[src/rtl/sim_frame_tracker.sv]
// sim_frame_tracker: counts video frames from vs falling edges and opens a
// register-dump window over a configurable frame range. A small FSM
// (IDLE -> ARMED -> DUMP -> DONE) controls the window, optionally held
// off until a ROM download completes.
// Optional build macro FRAME_LIMIT_EN: raises a sticky sim_finish when
// frame_cnt reaches MAX_FRAMES; without it sim_finish is tied low.
module sim_frame_tracker #(
  parameter int unsigned START_FRAME = 0,
  parameter int unsigned DUMP_FRAMES = 0,
  parameter bit          WAIT_DWNLD  = 1'b0,
  parameter logic [31:0] MAX_FRAMES  = 32'hFFFF_FFFF
) (
  input  logic        clk,
  input  logic        rst_n,
  input  logic        vs,
  input  logic        dwnld,
  output logic [31:0] frame_cnt,
  output logic        vs_fall,
  output logic        dump_on,
  output logic        dump_start,
  output logic        sim_finish,
  output logic [1:0]  st
);

  typedef enum logic [1:0] {
    IDLE  = 2'd0,
    ARMED = 2'd1,
    DUMP  = 2'd2,
    DONE  = 2'd3
  } state_t;

  localparam logic [31:0] START_M1 = 32'(START_FRAME) - 32'd1;
  localparam logic [31:0] DUMP_LEN = 32'(DUMP_FRAMES);

  // A frame limit of zero can never be reached since frame_cnt starts at 0.
  if (MAX_FRAMES == 32'd0) begin : g_bad_max_frames
    $error("sim_frame_tracker: MAX_FRAMES must be nonzero");
  end

  logic        vs_l;
  logic        dw_l;
  logic        vs_ok;
  logic        vs_fall_det;
  logic        dw_fall;
  logic        dw_rise;
  logic        start_hit;
  logic [31:0] frame_nxt;
  logic [31:0] dump_cnt;
  logic [31:0] dump_cnt_nxt;
  logic        dump_on_nxt;
  logic        dump_start_nxt;
  state_t      state;
  state_t      state_nxt;

  // Edge detection. vs_ok blocks a spurious fall when vs is already low at
  // reset release: a fall only counts once vs has been seen high.
  assign vs_fall_det = vs_ok & vs_l & ~vs;
  assign dw_fall     = dw_l & ~dwnld;
  assign dw_rise     = ~dw_l & dwnld;

  // Saturating increment of the frame counter.
  assign frame_nxt = (frame_cnt == 32'hFFFF_FFFF) ? frame_cnt : frame_cnt + 32'd1;

  // Dump-start condition: immediate when START_FRAME is 0, otherwise on the
  // vs fall that makes frame_cnt equal START_FRAME.
  assign start_hit = (START_FRAME == 0) ? 1'b1
                                        : (vs_fall_det && (frame_cnt == START_M1));

  // Input sampling, vs_fall pulse and frame counting (all states).
  always_ff @(posedge clk) begin
    // NOTE: sequential state uses non-blocking assignments so every register
    // sees the pre-edge values of the others, independent of statement order.
    if (!rst_n) begin
      vs_l      <= 1'b1;
      dw_l      <= 1'b0;
      vs_ok     <= 1'b0;
      vs_fall   <= 1'b0;
      frame_cnt <= 32'd0;
    end else begin
      vs_l    <= vs;
      dw_l    <= dwnld;
      vs_ok   <= vs_ok | vs;
      vs_fall <= vs_fall_det;
      if (vs_fall_det) frame_cnt <= frame_nxt;
    end
  end

  // FSM state register plus the registered dump outputs.
  always_ff @(posedge clk) begin
    if (!rst_n) begin
      state      <= IDLE;
      dump_on    <= 1'b0;
      dump_start <= 1'b0;
      dump_cnt   <= 32'd0;
    end else begin
      state      <= state_nxt;
      dump_on    <= dump_on_nxt;
      dump_start <= dump_start_nxt;
      dump_cnt   <= dump_cnt_nxt;
    end
  end

  // Next-state and next-output logic; a download restart overrides all else.
  always_comb begin
    // NOTE: every output of this block gets a default first so no path leaves
    // a variable unassigned, which would otherwise infer a latch.
    state_nxt      = state;
    dump_on_nxt    = dump_on;
    dump_start_nxt = 1'b0;
    dump_cnt_nxt   = dump_cnt;

    case (state)
      IDLE: begin
        if (!WAIT_DWNLD || dw_fall) state_nxt = ARMED;
      end
      ARMED: begin
        if (start_hit) begin
          state_nxt      = DUMP;
          dump_on_nxt    = 1'b1;
          dump_start_nxt = 1'b1;
          dump_cnt_nxt   = 32'd0;
        end
      end
      DUMP: begin
        if (vs_fall_det) begin
          dump_cnt_nxt = dump_cnt + 32'd1;
          if ((DUMP_FRAMES != 0) && (dump_cnt + 32'd1 == DUMP_LEN)) begin
            state_nxt   = DONE;
            dump_on_nxt = 1'b0;
          end
        end
      end
      default: ; // DONE holds until reset or a download restart
    endcase

    if (WAIT_DWNLD && dw_rise && (state != IDLE)) begin
      state_nxt      = IDLE;
      dump_on_nxt    = 1'b0;
      dump_start_nxt = 1'b0;
    end
  end

  assign st = state;

`ifdef FRAME_LIMIT_EN
  // Sticky end-of-simulation request once frame_cnt reaches MAX_FRAMES.
  always_ff @(posedge clk) begin
    if (!rst_n) begin
      sim_finish <= 1'b0;
    end else if (vs_fall_det && (frame_nxt == MAX_FRAMES)) begin
      sim_finish <= 1'b1;
    end
  end
`else
  assign sim_finish = 1'b0;
`endif

endmodule

[config.mk]
export PLATFORM = sky130hd
export DESIGN_NAME = sim_frame_tracker
export DESIGN_NICKNAME = d
export VERILOG_FILES = /design/src/rtl/sim_frame_tracker.sv
export SDC_FILE = /design/constraint.sdc
export NUM_CORES = 1
export LEC_CHECK = 0
export ABC_AREA = 1
export CAP_MARGIN = 5
export CORE_UTILIZATION = 52
export DETAILED_ROUTE_END_ITERATION = 10
export GPL_TIMING_DRIVEN = 0
export PLACE_DENSITY_LB_ADDON = 0.12
export SLEW_MARGIN = 20
export SYNTH_ARGS = -nofsm -noshare
export SYNTH_HDL_FRONTEND = slang
export SYNTH_SLANG_ARGS = --single-unit
[constraint.sdc]
create_clock -name clk -period 2 [get_ports clk]
set_input_delay 0.5 -clock clk [delete_from_list [all_inputs] [get_ports clk]]
set_output_delay 0.5 -clock clk [all_outputs]
set_load 0.005 [all_outputs]
Word level (Yosys, flattened, before mapping). Cells that the tools add are included.

Register bits after elaboration: 39. Bits of input ports: 4. Output and inout port bits: 38. Word-level logic and storage cells: 20.

Add/subtract/negate cells: 1. Equality and inequality tests: 2. Multiplexer cells: 2. Bitwise logic cells: 5. Reduce and logical (&&, ||, !) cells: 3.

Operators with widths (number): adder 32 x 1 -> 32 bit, second input constant (1); == test 32 bit, second input constant (1); one-hot mux 2 bit (2 select lines) (1); AND 1 bit (2); == test 2 x 1 -> 1 bit, second input constant (1); logical NOT 2 bit (1); inverter 1 bit (2); AND reduction 2 bit (1); nonzero test 2 bit (1); 2-to-1 mux 1 bit (1); bitwise OR 1 bit (1).

Logic depth before layout (Yosys ltp). Gate-level depths: netlist of run 1.

Depth after elaboration: 3. Mapped depth: 11.

Worst setup path before layout of run 1. No wires, ideal clock.

Path kind: reg2reg. Start: register frame_cnt[0]. End: register frame_cnt[22]. Data arrival time: 1.480 ns. Required time: 1.885 ns. Setup slack: 0.405 ns. Cell stages (with the launch flop): 10. Path buffers: 1. Period minus slack after synthesis: 1.595 ns. Cell sequence: dfxtp_1 > ha_1 > nand2_1 > nor2_4 > nand2_1 > nor2_1 > nand3_1 > buf_2 > a21oi_1 > nor2_1.

Longest elaborated chain between the ends: 3. Elaborated cells on any way between the ends: 4. Classes of those cells: add/sub (1); eq/ne (1); bitwise (1); reduce/logical (1).

Ends and longest elaborated chain: start, declared (RTL line 17) `output logic [31:0] frame_cnt,`; start signal, assigned (RTL line 84) `if (vs_fall_det) frame_cnt <= frame_nxt;`; branches (longest 3 deep; another with adder 32 x 1 -> 32 bit).

Several ways; the timed one is not identified. A chain may end at the register's enable or synchronous reset.

Worst setup path after layout of run 1.
Start: input port vs. End: register frame_cnt[25].

Longest elaborated chain between the ends: 3.

Ends and longest elaborated chain: start, declared (RTL line 15) `input logic vs,`; inverter 1 bit (RTL line 57) `assign vs_fall_det = vs_ok & vs_l & ~vs;`; AND 1 bit (RTL line 57); AND reduction 2 bit (no line).

Every way passes these cells.

==> results of run 1 <==
==> worst min-delay path: cells and delay by family, from the launching register on <==
| kind | cells | cell delay, ns |
|---|---|---|
| DFF | 1 | 0.33 |
| and+or+nand+nor | 2 | 0.12 |
==> report_power, final <==
group          switching, uW  internal, uW  total (uW)
sequential              21.6           798         820
combinational           67.2          63.7         131
clock                    298           498         795
total                    386          1360        1750
==> area by class of cell <==
cell class / instances / share of cell area, %
clock buffer: 5 / 2.40
clock inverter: 3 / 2.36
sequential: 39 / 27.3
buffer: 9 / 2.06
multi-input combinational: 289 / 45.8
timing repair buffer: 38 / 13.3
inverter: 35 / 4.59
tap: 50 / 2.19
==> final timing paths <==
check                                   from             to  slack, ns  depth (start not counted)
worst min register to register       dump_on        dump_on       0.48                          2
worst max-delay path                      vs  frame_cnt[25]       0.06                          9
worst min-delay path                 dump_on        dump_on       0.48                          2
worst max register to register  frame_cnt[0]  frame_cnt[25]       0.11                          9
==> kinds of logic (layout without fill, tap and decap cells) <==
family / count (synthesis) / in the layout / synth area share [%]
AND/OR/NAND/NOR: 253 / 253 / 47.1
other: 1 / 1 / 0.165
adder cells (fa/ha/maj): 1 / 1 / 0.551
flip-flops: 39 / 39 / 34.4
buffers and inverters: 44 / 90 / 8.27
XOR/XNOR: 6 / 6 / 2.32
AO/OA/AOI/OAI: 28 / 28 / 7.22
==> cell usage after synthesis <==
cell type	n	share of area, %
dfxtp_1	39	34
clkbuf_1	1	0.17
xor2_1	4	1.5
a21oi_1	15	3.3
conb_1	1	0.17
buf_4	1	0.33
buf_2	6	1.3
a21oi_2	5	1.9
nand4_1	3	0.83
nand2_2	2	0.55
nand3_1	25	5.5
ha_1	1	0.55
nand2_1	112	19
nand3b_1	2	0.66
nand3_4	1	0.77
nor2_1	94	16
o21bai_1	2	0.66
o21ai_0	6	1.3
inv_1	35	5.8
nor2_2	2	0.55
nor3_1	5	1.1
nand2_4	2	0.99
buf_8	1	0.66
or2_2	1	0.28
and2_1	1	0.28
nor2_4	3	1.5
xnor2_1	2	0.77
==> flip-flops by register name, summed over array words and instances (netlist names) <==
name,count
dump_on,1
vs_ok,1
vs_fall,1
dump_start,1
st,2
frame_cnt,32
vs_l,1
==> per-stage QoR <==
stage	worst slack, ns	power [uW]	cells	util, %	setup TNS [ns]
4_1_cts	0.0712	1760	468	69.8	0
5_1_grt	-0.0325	1810	468	70.0	-0.0720
3_3_place_gp	-0.281	962	460	66.4	-1.86
3_5_place_dp	-0.359	969	460	66.4	-1.97
6_report	0.0637	1750	468	70.0	0
2_1_floorplan	0.405	905	372	-	0
==> metal layers <==
layer | global-route usage, % | up-vias
li1 | - | 1242
met5 | 0 | -
met2 | 48.7 | 75
met1 | 38.1 | 1115
met4 | 9.38 | 0
met3 | 5.00 | 8
==> timing repair <==
item | 4_1_cts | 5_1_grt
endpoints found under the setup margin | 1 | 8
gates cloned | 0 | 0
resized for setup | 1 | 4
==> out/metrics.yaml, run 1 <==
yosys:
  syn_nets: 377
  avgSynthCellArea_um2: 6.10
  syn-cell-area_um2: 2270
  synth_cells: 372
  ys_seq_elements: 39
  seq_area_frac_synth_pct: 34.4
  ys_types: 27
  yosysWarnings: 0
worst_setup_path:
  critPathMaxFanout: 5
  setup.worst_path.class: "input pin to flop"
  cp_slowest_cell: "clkdlybuf4s50_1"
  crit_family: "simple AND/OR/NAND/NOR gates"
  critical-path-max-stage-delay_ns: 0.45
  cp.required_ns: 2.19
  start_kind: "input pin"
  end_kind: "flop"
  cp_cell_sequence: "clkdlybuf4s50_1 > nor2_2 > nand2_1 > nor2_1 > nand2_1 > nor2_1 > nand3_1 > nand2_1 > nor2_1"
  cp.arrival_ns: 2.13
  crit_buf_inv: 1
routing:
  highest_layer: "met4"
  num_vias: 2440
  drcViolationCount: 0
  wirelength_mm: 6.23
  dr.pass1.iters: 4
  drtIter0Drc: 131
  route.met3.wl_um: 316
  route.detailed.vias_per_inst: 5.21
  wl_met1_mm: 2.88
  wire_per_inst_um: 13.3
  ant_nets: 0
  wl_met2_mm: 2.97
min_path:
  hold_class: "flop to flop"
grt:
  groute.usage.overall_pct: 29.3
  grt_pass1_wl_mm: 9.99
  antenna_found_initial: 0
  overflow: 0
  grt_max_degree: 14
  grt_pass1_vias: 2184
clock_tree:
  clock-sinks: 39
  cts_tree: "built"
  clkTransAtPathRegs_ns: 0.08
  clock-root-buffer: "clkbuf_8"
  htreeDepth: 2
  numCtsBuffers: 5
  cts_hold_buf: 0
  clock_path_buffers: 2
  clock_latency_ns: 0.30
  post-cts-setup-buffers: 0
final_layout:
  layout_common_cells: "nand2_1 (112), nor2_1 (92), dfxtp_1 (39)"
  area_delta_synth_final_pct: 26.1
  multi_input_area_um2: 1310
  regArea_um2: 781
  fill_cells: 408
  diodes: 0
  final_cell_area_um2: 2860
  layout-drive-gt1-share_pct: 8.37
  layout_commonest_cell: "nand2_1"
  nets: 422
place:
  placed_cell_area_um2: 2710
  io_buffers: 38
  place.gp.congestion: 0.921
  dp_hpwl_mm: 4.68
timing:
  fin_skew_ns: 0.00722
  layout_min_cycle_time_ns: 1.94
  min_period_over_period_pct: 96.8
  hold_violations: 0
  clock.fmax_ghz: 0.516
  rsz0062_at_grt: "yes"
  slew_viol_final: 0
  tightestPinTransition_ns: 0.562
  finalHoldWorstSlack_ns: 0.480
  slew_headroom_pct: 62.6
  setup_viol: 0
die:
  pin_count: 42
  die_h_um: 68.1
  rows: 23
  initial_core_util_pct: 55.5
  die_area_um2: 4630
  die_w_um: 68.1
  core_um2: 4090
power:
  p_leak_uw: 0.00114
  peakVddDrop_mv: 0.610
  p_per_area_nw_per_um2: 610
run_status:
  status: "completed"
flow_run:
  drv_cap: 0
Note: power is estimated with default switching activity, not from simulation.
==> inputs of run 2 (changes only) <==
--- a/config.mk
+++ b/config.mk
@@ -13,2 +13,3 @@
 export PLACE_DENSITY_LB_ADDON = 0.12
+export REMOVE_ABC_BUFFERS = 1
 export SLEW_MARGIN = 20
==> constraint.sdc (replaced) <==
create_clock -name clk -period 2 [get_ports clk]
set_input_delay 0.4 -clock clk [delete_from_list [all_inputs] [get_ports clk]]
set_output_delay 0.4 -clock clk [all_outputs]
set_load 0.005 [all_outputs]
==> run 2 against run 1 <==
  * Global-route usage is 3.2 points lower
  * Worst hold slack better by 0.0031 ns
  * Maximum frequency is 5.6% higher
  * First-iteration DRC count is 40% higher
  * Critical path type is now flop to flop
  * Setup slack better by 0.10 ns
  * Clock-buffer cell count is 2 higher
  * Clock skew is 0.0040 ns lower
  * Wire length is 8.5% lower
  * Non-clock buffer count is 7 lower
  * Clock power is 25% lower
  * Final cell count is 1.3% lower
  * Utilization is 1.2 points lower
==> out/metrics.yaml, run 2 (synthesized netlist as in run 1, its figures left out) <==
worst_setup_path:
  setup.worst_path.class: "flop to flop"
  critPathMaxFanout: 8
  start_kind: "flop"
  end_kind: "flop"
  cp.required_ns: 2.19
  reg2reg_from: "frame_cnt[0]"
  crit_start: "frame_cnt[0]"
  cp.arrival_ns: 2.03
place:
  dp_cells: 452
  io_buffers: 39
  dp_hpwl_mm: 4.02
  place.gp.congestion: 0.932
power:
  peakVddDrop_mv: 0.477
  p_per_area_nw_per_um2: 547
  p_leak_uw: 0.00110
  power_uw: 1540
die:
  die_area_um2: 4630
  rows: 23
  initial_core_util_pct: 55.5
  die_w_um: 68.1
  core_um2: 4090
  die_h_um: 68.1
  pin_count: 42
timing:
  layout_min_cycle_time_ns: 1.83
  slew_headroom_pct: 59.3
  clock.fmax_ghz: 0.545
  setup_viol: 0
  min_period_over_period_pct: 91.7
  slew_viol_final: 0
  tightestPinTransition_ns: 0.611
  fin_skew_ns: 0.00326
  rsz0062_at_grt: "no"
  hold_violations: 0
clock_tree:
  numCtsBuffers: 5
  clkTransAtPathRegs_ns: 0.08
  htreeDepth: 2
  clock-root-buffer: "clkbuf_8"
  clock-sinks: 39
  clock_latency_ns: 0.30
  clock_path_buffers: 2
  cts_hold_buf: 0
  cts_tree: "built"
min_path:
  hold_class: "flop to flop"
  min_from: "st[1]"
routing:
  drcViolationCount: 0
  route.detailed.vias_per_inst: 5.24
  wire_per_inst_um: 12.3
  wirelength_mm: 5.70
  num_vias: 2419
  drtIter0Drc: 184
  ant_nets: 0
  dr.pass1.iters: 5
final_layout:
  diodes: 0
  multi_input_area_um2: 1340
  fill_cells: 389
  instances_no_fill: 462
  layout-drive-gt1-share_pct: 7.52
  layout_commonest_cell: "nand2_1"
  nets: 416
  regArea_um2: 781
  largest_register_ffs: 32
  top_register: "frame_cnt"
  area_delta_synth_final_pct: 23.9
  layout_common_cells: "nand2_1 (112), nor2_1 (92), dfxtp_1 (39)"
grt:
  grt_pass1_vias: 1950
  groute.usage.overall_pct: 26.1
  grt_pass1_wl_mm: 8.90
  overflow: 0
  antenna_found_initial: 0
  grt_max_degree: 29
run_status:
  status: "completed"
flow_run:
  drv_cap: 0
==> run 2: cell types whose count changed in the layout (fill, tap and decap cells not counted), sizes merged <==
cell    change
bufinv      -2
nand3       +1
buf         -7
clkbuf      +2
==> run 2: layer usage <==
layer  global-route usage, %  wire [um]  vias up
met5                       0          0        -
met4                    9.64        102        0
met3                    5.33        428       12
met2                    39.5       2560       90
met1                    36.1       2610     1086
li1                        -          -     1231
==> run 2: path summary, 6_finish.rpt <==
kind / to / slack [ns] / cells past startpoint
worst max-delay path: frame_cnt[21] / 0.17 / 9
worst max register to register: frame_cnt[21] / 0.17 / 9
worst min register to register: dump_start / 0.48 / 1
worst min-delay path: dump_start / 0.48 / 1
==> run 2: cell type report <==
cell class | count | share of cell area [%]
multi-input cells | 290 | 47.7
flip-flops and latches | 39 | 27.8
repair buffers | 40 | 14.0
inverters | 35 | 4.67
clock buffers | 7 | 3.43
well taps | 50 | 2.22
clock inverters | 1 | 0.267
==> run 2: power breakdown <==
part           leakage [uW]  internal [uW]  switching, uW
logic              0.000731           58.6           62.9
clock network     0.0000505            314            286
registers          0.000317            798           19.8
==> run 2: metrics by stage <==
stage | TNS, ns | hold slack (ns) | setup slack [ns] | area, um2 | utilization (%)
2_1_floorplan | 0 | 0.445 | 0.324 | 2210 | -
3_3_place_gp | -5.81 | 0.455 | -0.520 | 2670 | 65.2
3_5_place_dp | -5.55 | 0.467 | -0.501 | 2670 | 65.2
4_1_cts | 0 | 0.476 | 0.00698 | 2770 | 67.9
5_1_grt | 0 | 0.511 | 0.00408 | 2810 | 68.8
6_report | 0 | 0.484 | 0.166 | 2810 | 68.8
==> run 2: repair_timing <==
action | CTS | global route
hold endpoints to repair | 0 | 0
setup buffers | 0 | 1
gates cloned | 0 | 1
setup endpoints to repair | 11 | 22
resized for setup | 2 | 7
==> run 2: critical path: stages, from the launching register on <==
cell and delay, ns:
dfxtp_1 0.39, ha_1 0.18, nand2_1 0.10, nor2_4 0.18, nand2_4 0.11, nor2_4 0.19
nand3_4 0.19, buf_4 0.20, a21oi_1 0.13, nor2_1 0.06
==> inputs of run 3 (changes only) <==
- SLEW_MARGIN: 20 -> default
==> results of run 3 <==
Final layout, timing and power as in run 2 (identical DEF).
